### src/rtl/node_ctrl_pkg.sv
//------------------------------------------------------------------------------
// node_ctrl_pkg : shared types and default sizes for the node sequencer.
// Rev 1.0
//------------------------------------------------------------------------------
`default_nettype none

package node_ctrl_pkg;

  localparam int CNT_W      = 7;
  localparam int DATA_W     = 16;
  localparam int NUM_INPUTS = 64;

  typedef logic [DATA_W-1:0] node_data_t;

  typedef enum logic [2:0] {
    IDLE   = 3'd0,
    CLEAR  = 3'd1,
    ACCUM  = 3'd2,
    DRAIN  = 3'd3,
    RESULT = 3'd4
  } state_t;

endpackage

`default_nettype wire

### src/rtl/node_ctrl_if.sv
//------------------------------------------------------------------------------
// node_ctrl_if : request/result handshakes plus the node-facing control bus.
// Rev 1.0
//------------------------------------------------------------------------------
`default_nettype none

interface node_ctrl_if #(
  parameter int CNT_W  = node_ctrl_pkg::CNT_W,
  parameter int DATA_W = node_ctrl_pkg::DATA_W
);

  logic              req_valid;
  logic              req_ready;
  logic [CNT_W-1:0]  req_len;
  logic [CNT_W-1:0]  node_cnt_val;
  logic              node_start;
  logic              node_reset_acc;
  logic [DATA_W-1:0] node_out;
  logic              res_valid;
  logic              res_ready;
  logic [DATA_W-1:0] res_data;
  logic              busy;

  // master: scheduler plus node side; slave: the controller itself
  modport master (
    output req_valid, req_len, node_out, res_ready,
    input  req_ready, node_cnt_val, node_start, node_reset_acc,
           res_valid, res_data, busy
  );

  modport slave (
    input  req_valid, req_len, node_out, res_ready,
    output req_ready, node_cnt_val, node_start, node_reset_acc,
           res_valid, res_data, busy
  );

endinterface

`default_nettype wire

### src/rtl/node_ctrl.sv
//------------------------------------------------------------------------------
// node_ctrl : sequences one node MAC evaluation (clear, accumulate, drain,
// capture). Optional macro NODE_CTRL_RELU_EN applies ReLU to the result.
// Rev 1.0
//------------------------------------------------------------------------------
`default_nettype none

module node_ctrl
  import node_ctrl_pkg::*;
#(
  parameter int NUM_INPUTS = node_ctrl_pkg::NUM_INPUTS,
  parameter int CNT_W      = node_ctrl_pkg::CNT_W,
  parameter int DATA_W     = node_ctrl_pkg::DATA_W,
  parameter int PIPE_LAT   = 2
) (
  input  wire        clk,
  input  wire        rst,
  node_ctrl_if.slave bus
);

  localparam logic [CNT_W-1:0] MAX_LEN  = CNT_W'(NUM_INPUTS);
  localparam logic [2:0]       LAT_LAST = 3'(PIPE_LAT - 1);

  state_t            state, state_nxt;
  logic [CNT_W-1:0]  len_q, len_nxt;
  logic [CNT_W-1:0]  cnt, cnt_nxt;
  logic [2:0]        lat, lat_nxt;
  logic [DATA_W-1:0] res_q, res_nxt;
  logic [CNT_W-1:0]  len_clamped;
  logic [DATA_W-1:0] captured;

  assign len_clamped = (bus.req_len > MAX_LEN) ? MAX_LEN : bus.req_len;

`ifdef NODE_CTRL_RELU_EN
  assign captured = bus.node_out[DATA_W-1] ? '0 : bus.node_out;
`else
  assign captured = bus.node_out;
`endif

  always_ff @(posedge clk) begin
    if (rst) begin
      state <= IDLE;
      len_q <= '0;
      cnt   <= '0;
      lat   <= '0;
      res_q <= '0;
    end else begin
      state <= state_nxt;
      len_q <= len_nxt;
      cnt   <= cnt_nxt;
      lat   <= lat_nxt;
      res_q <= res_nxt;
    end
  end

  always_comb begin
    state_nxt = state;
    len_nxt   = len_q;
    cnt_nxt   = cnt;
    lat_nxt   = lat;
    res_nxt   = res_q;
    case (state)
      IDLE: begin
        if (bus.req_valid) begin
          len_nxt = len_clamped;
          if (len_clamped == '0) begin
            res_nxt   = '0;
            state_nxt = RESULT;
          end else begin
            state_nxt = CLEAR;
          end
        end
      end
      CLEAR: begin
        cnt_nxt   = '0;
        state_nxt = ACCUM;
      end
      ACCUM: begin
        // cnt stops at len_q-1 so it doubles as the held index during DRAIN
        if (cnt == len_q - CNT_W'(1)) begin
          lat_nxt   = '0;
          state_nxt = DRAIN;
        end else begin
          cnt_nxt = cnt + CNT_W'(1);
        end
      end
      DRAIN: begin
        if (lat == LAT_LAST) begin
          res_nxt   = captured;
          state_nxt = RESULT;
        end else begin
          lat_nxt = lat + 3'd1;
        end
      end
      RESULT: begin
        if (bus.res_ready) begin
          cnt_nxt   = '0;
          state_nxt = IDLE;
        end
      end
      default: state_nxt = IDLE;
    endcase
  end

  assign bus.req_ready      = (state == IDLE);
  assign bus.busy           = (state != IDLE);
  assign bus.node_reset_acc = (state == CLEAR);
  assign bus.node_start     = (state == ACCUM);
  assign bus.node_cnt_val   = cnt;
  assign bus.res_valid      = (state == RESULT);
  assign bus.res_data       = res_q;

endmodule

`default_nettype wire

### src/flat_wrapper.sv
// flat-port wrapper written by rule: the top's interface ports become plain ports
module node_ctrl_flat import node_ctrl_pkg::*;
#(
  parameter int NUM_INPUTS = node_ctrl_pkg::NUM_INPUTS,
  parameter int CNT_W      = node_ctrl_pkg::CNT_W,
  parameter int DATA_W     = node_ctrl_pkg::DATA_W,
  parameter int PIPE_LAT   = 2
)
  (clk, rst, bus_req_valid, bus_req_len, bus_node_out, bus_res_ready, bus_req_ready, bus_node_cnt_val, bus_node_start, bus_node_reset_acc, bus_res_valid, bus_res_data, bus_busy);
  node_ctrl_if #(.CNT_W(CNT_W), .DATA_W(DATA_W)) bus_i ();
  input  wire clk;
  input  wire rst;
  input wire logic [$bits(bus_i.req_valid)-1:0] bus_req_valid;
  input wire logic [$bits(bus_i.req_len)-1:0] bus_req_len;
  input wire logic [$bits(bus_i.node_out)-1:0] bus_node_out;
  input wire logic [$bits(bus_i.res_ready)-1:0] bus_res_ready;
  output wire logic [$bits(bus_i.req_ready)-1:0] bus_req_ready;
  output wire logic [$bits(bus_i.node_cnt_val)-1:0] bus_node_cnt_val;
  output wire logic [$bits(bus_i.node_start)-1:0] bus_node_start;
  output wire logic [$bits(bus_i.node_reset_acc)-1:0] bus_node_reset_acc;
  output wire logic [$bits(bus_i.res_valid)-1:0] bus_res_valid;
  output wire logic [$bits(bus_i.res_data)-1:0] bus_res_data;
  output wire logic [$bits(bus_i.busy)-1:0] bus_busy;
  assign bus_i.req_valid = bus_req_valid;
  assign bus_i.req_len = bus_req_len;
  assign bus_i.node_out = bus_node_out;
  assign bus_i.res_ready = bus_res_ready;
  assign bus_req_ready = bus_i.req_ready;
  assign bus_node_cnt_val = bus_i.node_cnt_val;
  assign bus_node_start = bus_i.node_start;
  assign bus_node_reset_acc = bus_i.node_reset_acc;
  assign bus_res_valid = bus_i.res_valid;
  assign bus_res_data = bus_i.res_data;
  assign bus_busy = bus_i.busy;
  node_ctrl #(.NUM_INPUTS(NUM_INPUTS), .CNT_W(CNT_W), .DATA_W(DATA_W), .PIPE_LAT(PIPE_LAT)) u_core (.clk(clk), .rst(rst), .bus(bus_i));
endmodule
### config.mk
export PLATFORM = sky130hd
export DESIGN_NAME = node_ctrl_flat
export DESIGN_NICKNAME = d
export VERILOG_FILES = /design/src/rtl/node_ctrl_pkg.sv /design/src/rtl/node_ctrl_if.sv /design/src/rtl/node_ctrl.sv /design/src/flat_wrapper.sv
export SDC_FILE = /design/constraint.sdc
export NUM_CORES = 1
export LEC_CHECK = 0
export ABC_AREA = 1
export CORE_UTILIZATION = 50
export CTS_CLUSTER_SIZE = 28
export DETAILED_ROUTE_END_ITERATION = 8
export DONT_BUFFER_PORTS = 1
export PLACE_DENSITY = 0.76
export SETUP_SLACK_MARGIN = 0.15
export SYNTH_ARGS = -nofsm -noshare
export SYNTH_HDL_FRONTEND = slang
export SYNTH_SLANG_ARGS = --single-unit
export TNS_END_PERCENT = 10
### constraint.sdc
create_clock -name clk -period 2 [get_ports clk]
set_input_delay 0.3 -clock clk [delete_from_list [all_inputs] [get_ports clk]]
set_output_delay 0.3 -clock clk [all_outputs]
set_load 0.02 [all_outputs]
==> impl_results.md, run 1 <==
- Clock buffer depth: 2
- Gp weighted congestion: 0.827
- Core area: 3740 sq um
- Initial Util: 0.533
- GRT Residual Overflow: 0
- Post-DP HPWL: 3240 um
- Clk pin slew, worst setup/hold paths: 0.07 ns
- Crit start category: flip-flop
- Vias in the first global route: 1688
- Total CTS buffers: 5
- Fmax: 544 MHz
- Combinational family with the most area after synthesis: simple AND/OR/NAND/NOR gates
- Fin Setup TNS: 0 ns
- Drt wl/cell: 12.6 um
- Commonest non-fill, non-tap cells in the layout: nand2_1 (75), dfxtp_1 (32), nor2_1 (30), inv_1 (26), nand3_1 (24)
- CTS tree: yes
- Tmin final: 1.84 ns
- Largest area contributor in the netlist: dfxtp_1
- Share of cells above drive strength 1: 0.247
- Nets: 329
- Status: finished clean
- WP data arrival: 2.06 ns
- Syn avg cell area: 7.10 sq um
- Most common cell after layout, fill and taps aside: nand2_1
- Synthesis Warnings: 0
- Worst vdd ir: 0.805 mV
- Setup Crit Path Kind: flip-flop to flip-flop
- Worst setup margin: 0.161 ns
- H-Tree Depth: 2
- Post-synth net total: 312
- Critical Path End Type: flip-flop
- Number of max-cap violations: 0
- Setup repair after global routing missed its margin: yes
- Hold WC Path Type: input pin to flip-flop
- Pre-CTS WS: 0.154 ns
- Antenna violations before repair: 0
- Largest net degree at the start of global routing: 31
- Antenna Violating Nets Remaining: 0
- DP Cell Count: 329
- Leakage: 0.926 nW
- Row cnt: 22
- I/O Buffers: 0
- Synth top area cells: dfxtp_1 (36%), nand2_1 (14%), nand3_1 (6.0%)
- Final instance area: 2240 sq um
- Synthesized flop and latch total: 36
- Setup crit start: u_core.len_q[0]
- Vias: 1784
- Final Max Tran Viols: 0
- PD cells: 1270 nW/um^2
- N_diodes: 0
- Clk Latency, worst-skew pair: 0.28 ns
- Vias per cell: 5.14
- Cells after Synth: 281
- Total chip power: 2.83 mW
- Die height: 65.2 um
- Drt pass-1 iters: 4
- Mux cell area share after synthesis: 0
- Fin Hold WS: 0.0780 ns
- I/O pin cnt: 55
- Hold_sp: rst
- 1st-iter DRT viols: 104
- Req. time, crit path: 2.22 ns
- Fin. Hold Viols: 0
- Top cell type's share of synthesized area: 0.361
- First-pass GRT wire length: 7130 um
- Die Wd: 65.2 um
- # hold bufs at CTS: 0
- Synth Area in XOR/XNOR: 0.00878
- Seq/Total Area, Yosys: 0.361
- Drt total wl: 4380 um
- Area Growth Syn to Fin: 12.2%
- # setup viols final: 0
- Worst reg2reg startpoint: u_core.len_q[0]
- Remaining routing DRC violations: 0
- Syn Std Cell Area: 2000 sq um
- Crit Path Max Fanout: 6
- CTS Root Cell: clkbuf_8
- Slew headroom: 0.645
- Post-layout util: 0.598
- Post-Synth Adder-Cell Area: 0.0251
- Simple logic cell fraction of the synthesized area: 0.374
- Synth Area in Compound Gates: 0.149
- Tcrit/Tclk final: 0.920
- CTS Sinks: 36
- Die area: 4250 sq um
- Area after DPL: 2050 sq um
- Post-Layout Cell Count: 347
- Synth cell types: 30
- GRT Total Usage: 0.216
- Worst Tran Pin Value: 0.531 ns
- Final setup skew: 0.00821 ns
[state kept, by name, summed over array words and instances (netlist names)]
register                 cells
u_core.lat                   3
u_core.bus.node_cnt_val      7
u_core.len_q                 7
u_core.bus.res_data         16
u_core.state                 3
[cells by family after synthesis]
logic type,after synthesis
DFF,36
adders and majority gates,4
and+or+nand+nor,158
buffers and inverters,37
AOI/OAI and AO/OA,44
xor gates and xnor gates,2
[synth_stat cells, drive strengths merged]
| cell | n |
|---|---|
| ha | 4 |
| dfxtp | 36 |
| xnor2 | 1 |
| a211oi | 4 |
| xor2 | 1 |
| buf | 3 |
| nand2 | 92 |
| clkbuf | 3 |
| a22oi | 1 |
| nand3b | 2 |
| o21ai | 9 |
| or2 | 1 |
| nor2 | 37 |
| nand3 | 25 |
| inv | 30 |
| clkinv | 1 |
| nor3 | 1 |
| a21oi | 30 |
[routing by layer]
layer  GRT usage  vias to the layer above  share of wire
li1            -                      928              -
met1       0.262                      799           0.45
met2       0.369                       55           0.48
met3      0.0642                        2          0.064
met4      0.0571                        0         0.0053
met5           0                        -              0
[area by class of cell]
cell class,count,area (sq um)
Clock buffer,8,90.1
Fill cell,358,1510
Inverter,31,116
Multi-Input combinational cell,208,1130
Sequential cell,36,726
Tap cell,48,60.1
Timing Repair Buffer,16,120
[report_power, final]
group / internal [mW] / total [mW] / switching [mW]
Clock: 0.281 / 0.515 / 0.235
Combinational: 0.504 / 1.37 / 0.864
Sequential: 0.816 / 0.951 / 0.134
Total: 1.60 / 2.83 / 1.23
[worst max-delay path, cell delays in order (launching register included)]
cell and delay [ns]:
dfxtp_2 0.35, inv_2 0.07, ha_4 0.24, nand2_1 0.07
inv_1 0.04, nor2_1 0.08, nand2_1 0.06, nor2_2 0.11
nand3_2 0.10, nor2_4 0.15, nand2_4 0.09, buf_4 0.17
nand3_1 0.07, nand2_1 0.07, nor2_1 0.09
[final timing paths]
path / slack (ns) / endpoint / cells past startpoint
setup / recovery: 0.16 / u_core.bus.node_cnt_val[5] / 14
hold / removal: 0.08 / u_core.bus.node_cnt_val[2] / 1
setup reg to reg: 0.16 / u_core.bus.node_cnt_val[5] / 14
hold reg to reg: 0.48 / u_core.len_q[0] / 2
[timing repair]
action | 4_1_cts | 5_1_grt
setup endpoints to repair | 4 | 12
gates resized for setup | 1 | 5
pin swaps | 0 | 4
buffers inserted | 0 | 10
No activity file was read; power rests on OpenSTA's default activity.
==> run 2, diff against run 1 <==
Settings changed: CORE_UTILIZATION 50 to 30, PLACE_DENSITY 0.76 to 0.55.
==> run 2 against run 1 <==
Clock power increased by 5.2%. Critical endpoint is now u_core.bus.node_cnt_val[6]. Combinational power is 9% higher. Total power rose by 5.0%. Critical path type unchanged. Final cell count is 8.9% higher. Non-clock buffer count rose by 2. Sequential share of layout area shrank 1.1 points. Via count shrank 0.39%. First-iteration DRC count down 48%. Flip-flop and latch count stayed put. Count of clock-buffer cells in the layout is 1 lower. Register-to-register slack improved by 0.096 ns. Largest power group unchanged. Clock skew shrank 0.0042 ns.
==> impl_results.md, run 2 (synthesis gave the netlist of run 1 again) <==
- Status: finished clean
- Clk Latency, worst-skew pair: 0.29 ns
- Worst setup margin: 0.256 ns
- Final instance area: 2310 sq um
- # hold bufs at CTS: 0
- H-Tree Depth: 2
- N_diodes: 0
- Met2 GRT Util: 0.202
- DP Cell Count: 362
- Number of max-cap violations: 0
- Worst Tran Pin Value: 0.537 ns
- CTS Root Cell: clkbuf_8
- Clock buffer depth: 2
- Fmax: 574 MHz
- Total CTS buffers: 5
- Drt wl/cell: 12.1 um
- Delay-heaviest family, CP: simple AND/OR/NAND/NOR gates
- Post-layout util: 0.362
- Fin Setup TNS: 0 ns
- Die height: 83.6 um
- Top Usage Layer GRT: met2
- Crit start category: flip-flop
- Fin Hold WS: 0.0612 ns
- Clk pin slew, worst setup/hold paths: 0.07 ns
- Leakage: 0.936 nW
- Vias in the first global route: 1638
- Setup Crit Path Kind: flip-flop to flip-flop
- Post-DP HPWL: 3410 um
- Req. time, crit path: 2.19 ns
- Final setup skew: 0.00406 ns
- Final Max Tran Viols: 0
- I/O pin cnt: 55
- Most common cell after layout, fill and taps aside: nand2_1
- 1st-iter DRT viols: 54
- Tcrit/Tclk final: 0.872
- Area after DPL: 2120 sq um
- Largest net degree at the start of global routing: 31
- Crit path buf inv count: 3
- CP Cell Sequence: inv_4 > ha_4 > nand2_2 > inv_1 > nor2_1 > nand2_1 > nor2_2 > nand3_2 > nor2_4 > nand2_4 > nand2_4 > inv_6 > nor2_4 > nor2_1
- Row cnt: 29
- Die area: 6980 sq um
- # setup viols final: 0
- Post-Layout Cell Count: 378
- Die Wd: 83.6 um
- GRT Total Usage: 0.136
- Worst vdd ir: 0.579 mV
- CTS tree: yes
- Total chip power: 2.97 mW
- Critical Path End Type: flip-flop
- Nets: 331
- Crit Path Max Fanout: 8
- Slew headroom: 0.641
- Vias per cell: 4.70
- Number of flip-flops in the largest register: 16
- Share of cells above drive strength 1: 0.266
- Pre-CTS WS: 0.157 ns
- PD cells: 1290 nW/um^2
- WP data arrival: 1.94 ns
- Drt pass-1 iters: 4
- Crit path max-delay cell type: dfxtp_2
- I/O Buffers: 0
- Grt met1 use: 0.170
- Drt total wl: 4560 um
- Hold WC Path Type: input pin to flip-flop
- Fin. Hold Viols: 0
- Vias: 1777
- Tmin final: 1.74 ns
- CP max stage delay: 0.36 ns
- Initial Util: 0.312
- Antenna violations before repair: 0
- GRT Residual Overflow: 0
- Gp weighted congestion: 0.775
- Commonest non-fill, non-tap cells in the layout: nand2_1 (74), dfxtp_1 (33), nor2_1 (29), inv_1 (24), nand3_1 (24)
- Antenna Violating Nets Remaining: 0
- First-pass GRT wire length: 7620 um
- Setup repair after global routing missed its margin: yes
- CTS Sinks: 36
- Area Growth Syn to Fin: 15.9%
- Core area: 6390 sq um
- Met3 GRT Util: 0.0643
- Remaining routing DRC violations: 0
## run 2: power breakdown
group          internal [mW]  switching, mW
Combinational          0.567          0.933
Sequential             0.814          0.118
Clock                  0.280          0.262
Total                   1.66           1.31
## run 2: final timing paths
kind	cells past startpoint	to	slack, ns	start
worst min register to register	2	u_core.len_q[0]	0.49	u_core.len_q[0]
worst min-delay path	1	u_core.bus.res_data[8]	0.06	rst
worst max-delay path	14	u_core.bus.node_cnt_val[6]	0.26	u_core.len_q[0]
worst max register to register	14	u_core.bus.node_cnt_val[6]	0.26	u_core.len_q[0]
## run 2: cell type report
class | count | area (sq um)
Inverter | 31 | 128
Sequential cell | 36 | 724
Clock buffer | 7 | 86.3
Timing Repair Buffer | 18 | 135
Tap cell | 77 | 96.3
Multi-Input combinational cell | 208 | 1140
Clock inverter | 1 | 7.51
Fill cell | 692 | 4070
## run 2: layer usage
layer,wire [um],up-vias
li1,-,932
met1,2110,783
met2,1950,56
met3,442,6
met4,61,0
met5,0,-
## run 2: timing repair
item	4_1_cts	5_1_grt
setup endpoints to repair	3	13
resized for setup	1	12
pin swaps	0	9
setup buffers	0	8
==> run 3, diff against run 2 <==
Settings changed: CTS_CLUSTER_DIAMETER set to 40, MAX_ROUTING_LAYER set to met4.
==> run 3 against run 2 <==
Die area did not move. Via count rose by 0.51%. Sequential power barely moved. Maximum frequency barely moved. Hold slack barely moved. Wire length barely moved. Sequential share of layout area did not move. First-iteration DRC count rose by 3.7%. Setup slack barely moved. Flip-flop and latch count did not move. Clock power barely moved. Largest cell class unchanged. Highest routed layer unchanged.
==> impl_results.md, run 3 (synthesis gave the netlist of run 1 again) <==
- Status: finished clean
- N_diodes: 0
- Nets: 331
- Clock Power Share: 0.182
- Leakage: 0.936 nW
- Drt total wl: 4560 um
- Final Max Tran Viols: 0
- DP Cell Count: 362
- Drt pass-1 iters: 4
- Setup Crit Path Kind: flip-flop to flip-flop
- WP data arrival: 1.94 ns
- Fill count: 692
- Most common cell after layout, fill and taps aside: nand2_1
- I/O Buffers: 0
- Fmax: 573 MHz
- Gp weighted congestion: 0.785
- First-pass GRT wire length: 7620 um
- Post-Layout Cell Count: 378
- Worst Tran Pin Value: 0.529 ns
- Fin Setup TNS: 0 ns
- Number of max-cap violations: 0
- Clk pin slew, worst setup/hold paths: 0.07 ns
- Area Growth Syn to Fin: 15.9%
- Die height: 83.6 um
- Share of cells above drive strength 1: 0.266
- Clk Latency, worst-skew pair: 0.29 ns
- Row cnt: 29
- Hold WC Path Type: input pin to flip-flop
- CP max stage delay: 0.36 ns
- Switching share of total power: 0.441
- I/O pin cnt: 55
- Vias in the first global route: 1645
- # setup viols final: 0
- Cell-internal power: 1.66 mW
- Number of flip-flops in the largest register: 16
- Crit path max-delay cell type: dfxtp_2
- Antenna violations before repair: 0
- Fin. Hold Viols: 0
- Crit start category: flip-flop
- Req. time, crit path: 2.19 ns
- Post-DP HPWL: 3410 um
- Area after DPL: 2120 sq um
- Remaining routing DRC violations: 0
- Sequential Power Share: 0.313
- CTS tree: yes
- H-Tree Depth: 2
- Initial Util: 0.312
- PD cells: 1290 nW/um^2
- Core area: 6390 sq um
- Final instance area: 2310 sq um
- Die Wd: 83.6 um
- CTS Root Cell: clkbuf_8
- Crit Path Max Fanout: 8
- GRT Total Usage: 0.140
- Die area: 6980 sq um
- Setup repair after global routing missed its margin: yes
- Critical Path End Type: flip-flop
- GRT Residual Overflow: 0
- Commonest non-fill, non-tap cells in the layout: nand2_1 (74), dfxtp_1 (33), nor2_1 (29), inv_1 (24), nand3_1 (24)
- 1st-iter DRT viols: 56
- Fin Hold WS: 0.0611 ns
- Vias per cell: 4.72
- Largest net degree at the start of global routing: 31
- CP Cell Sequence: inv_4 > ha_4 > nand2_2 > inv_1 > nor2_1 > nand2_1 > nor2_2 > nand3_2 > nor2_4 > nand2_4 > nand2_4 > inv_6 > nor2_4 > nor2_1
- Tcrit/Tclk final: 0.872
- Final setup skew: 0.00419 ns
- Vias: 1786
- Total chip power: 2.97 mW
- Tmin final: 1.74 ns
- P_sw: 1.31 mW
- Combinational power share: 0.504
- Antenna Violating Nets Remaining: 0
- Clock buffer depth: 2
- Worst vdd ir: 0.578 mV
- Drt wl/cell: 12.1 um
- Slew headroom: 0.646
- CTS Sinks: 36
- Total CTS buffers: 5
## run 3: cell counts in the layout (fill, tap and decap cells not counted)
Identical to the previous run, type by type.
## run 3: final cells by class
type                       count  area [sq um]  area share
inverter                      31           128      0.0552
tap                           77          96.3      0.0416
timing repair buffer          18           135      0.0584
sequential                    36           724       0.313
clock inverter                 1          7.51     0.00324
multi-input combinational    208          1140       0.491
clock buffer                   7          86.3      0.0373
## run 3: stage by stage
step	utilization	setup WS, ns
finish	0.362	0.256
global route	0.362	0.108
CTS	0.347	0.177
detailed placement	0.332	0.157
global placement	0.332	0.218
floorplan	-	0.294
## run 3: worst max-delay path, delay by kind of cell (launching register included)
kind / cells / cell delay, ns
buffers and inverters: 3 / 0.14
DFF: 1 / 0.36
adders and majority gates: 1 / 0.21
and+or+nand+nor: 10 / 0.94
## run 3: per-layer routing
metal  global-route usage  part of all wire  vias to the layer above
met5                    -                 0                        -
met4               0.0555             0.014                        0
met3               0.0613             0.094                        6
met2                0.202              0.43                       56
met1                0.171              0.46                      792
li1                     -                 -                      932
## run 3: timing repair
action / in CTS / in global routing
hold buffers: 0 / 0
buffers inserted: 0 / 8
gates cloned: 0 / 0
endpoints found under the setup margin: 3 / 13
pin swaps: 0 / 9
gates resized for setup: 1 / 12
## run 3: power by group through the flow
stage / logic, mW / registers [mW] / clock network, mW
5_1_grt: 1.69 / 0.944 / 0.602
4_1_cts: 1.32 / 0.925 / 0.566
3_3_place_gp: 1.31 / 0.942 / 0
2_1_floorplan: 1.05 / 0.956 / 0
6_report: 1.50 / 0.932 / 0.542
3_5_place_dp: 1.32 / 0.940 / 0
## run 3: worst paths after layout
check / depth (start not counted) / endpoint / startpoint / slack, ns
setup reg to reg: 14 / u_core.bus.node_cnt_val[6] / u_core.len_q[0] / 0.26
hold reg to reg: 2 / u_core.len_q[0] / u_core.len_q[0] / 0.49
hold / removal: 1 / u_core.bus.res_data[8] / rst / 0.06
setup / recovery: 14 / u_core.bus.node_cnt_val[6] / u_core.len_q[0] / 0.26
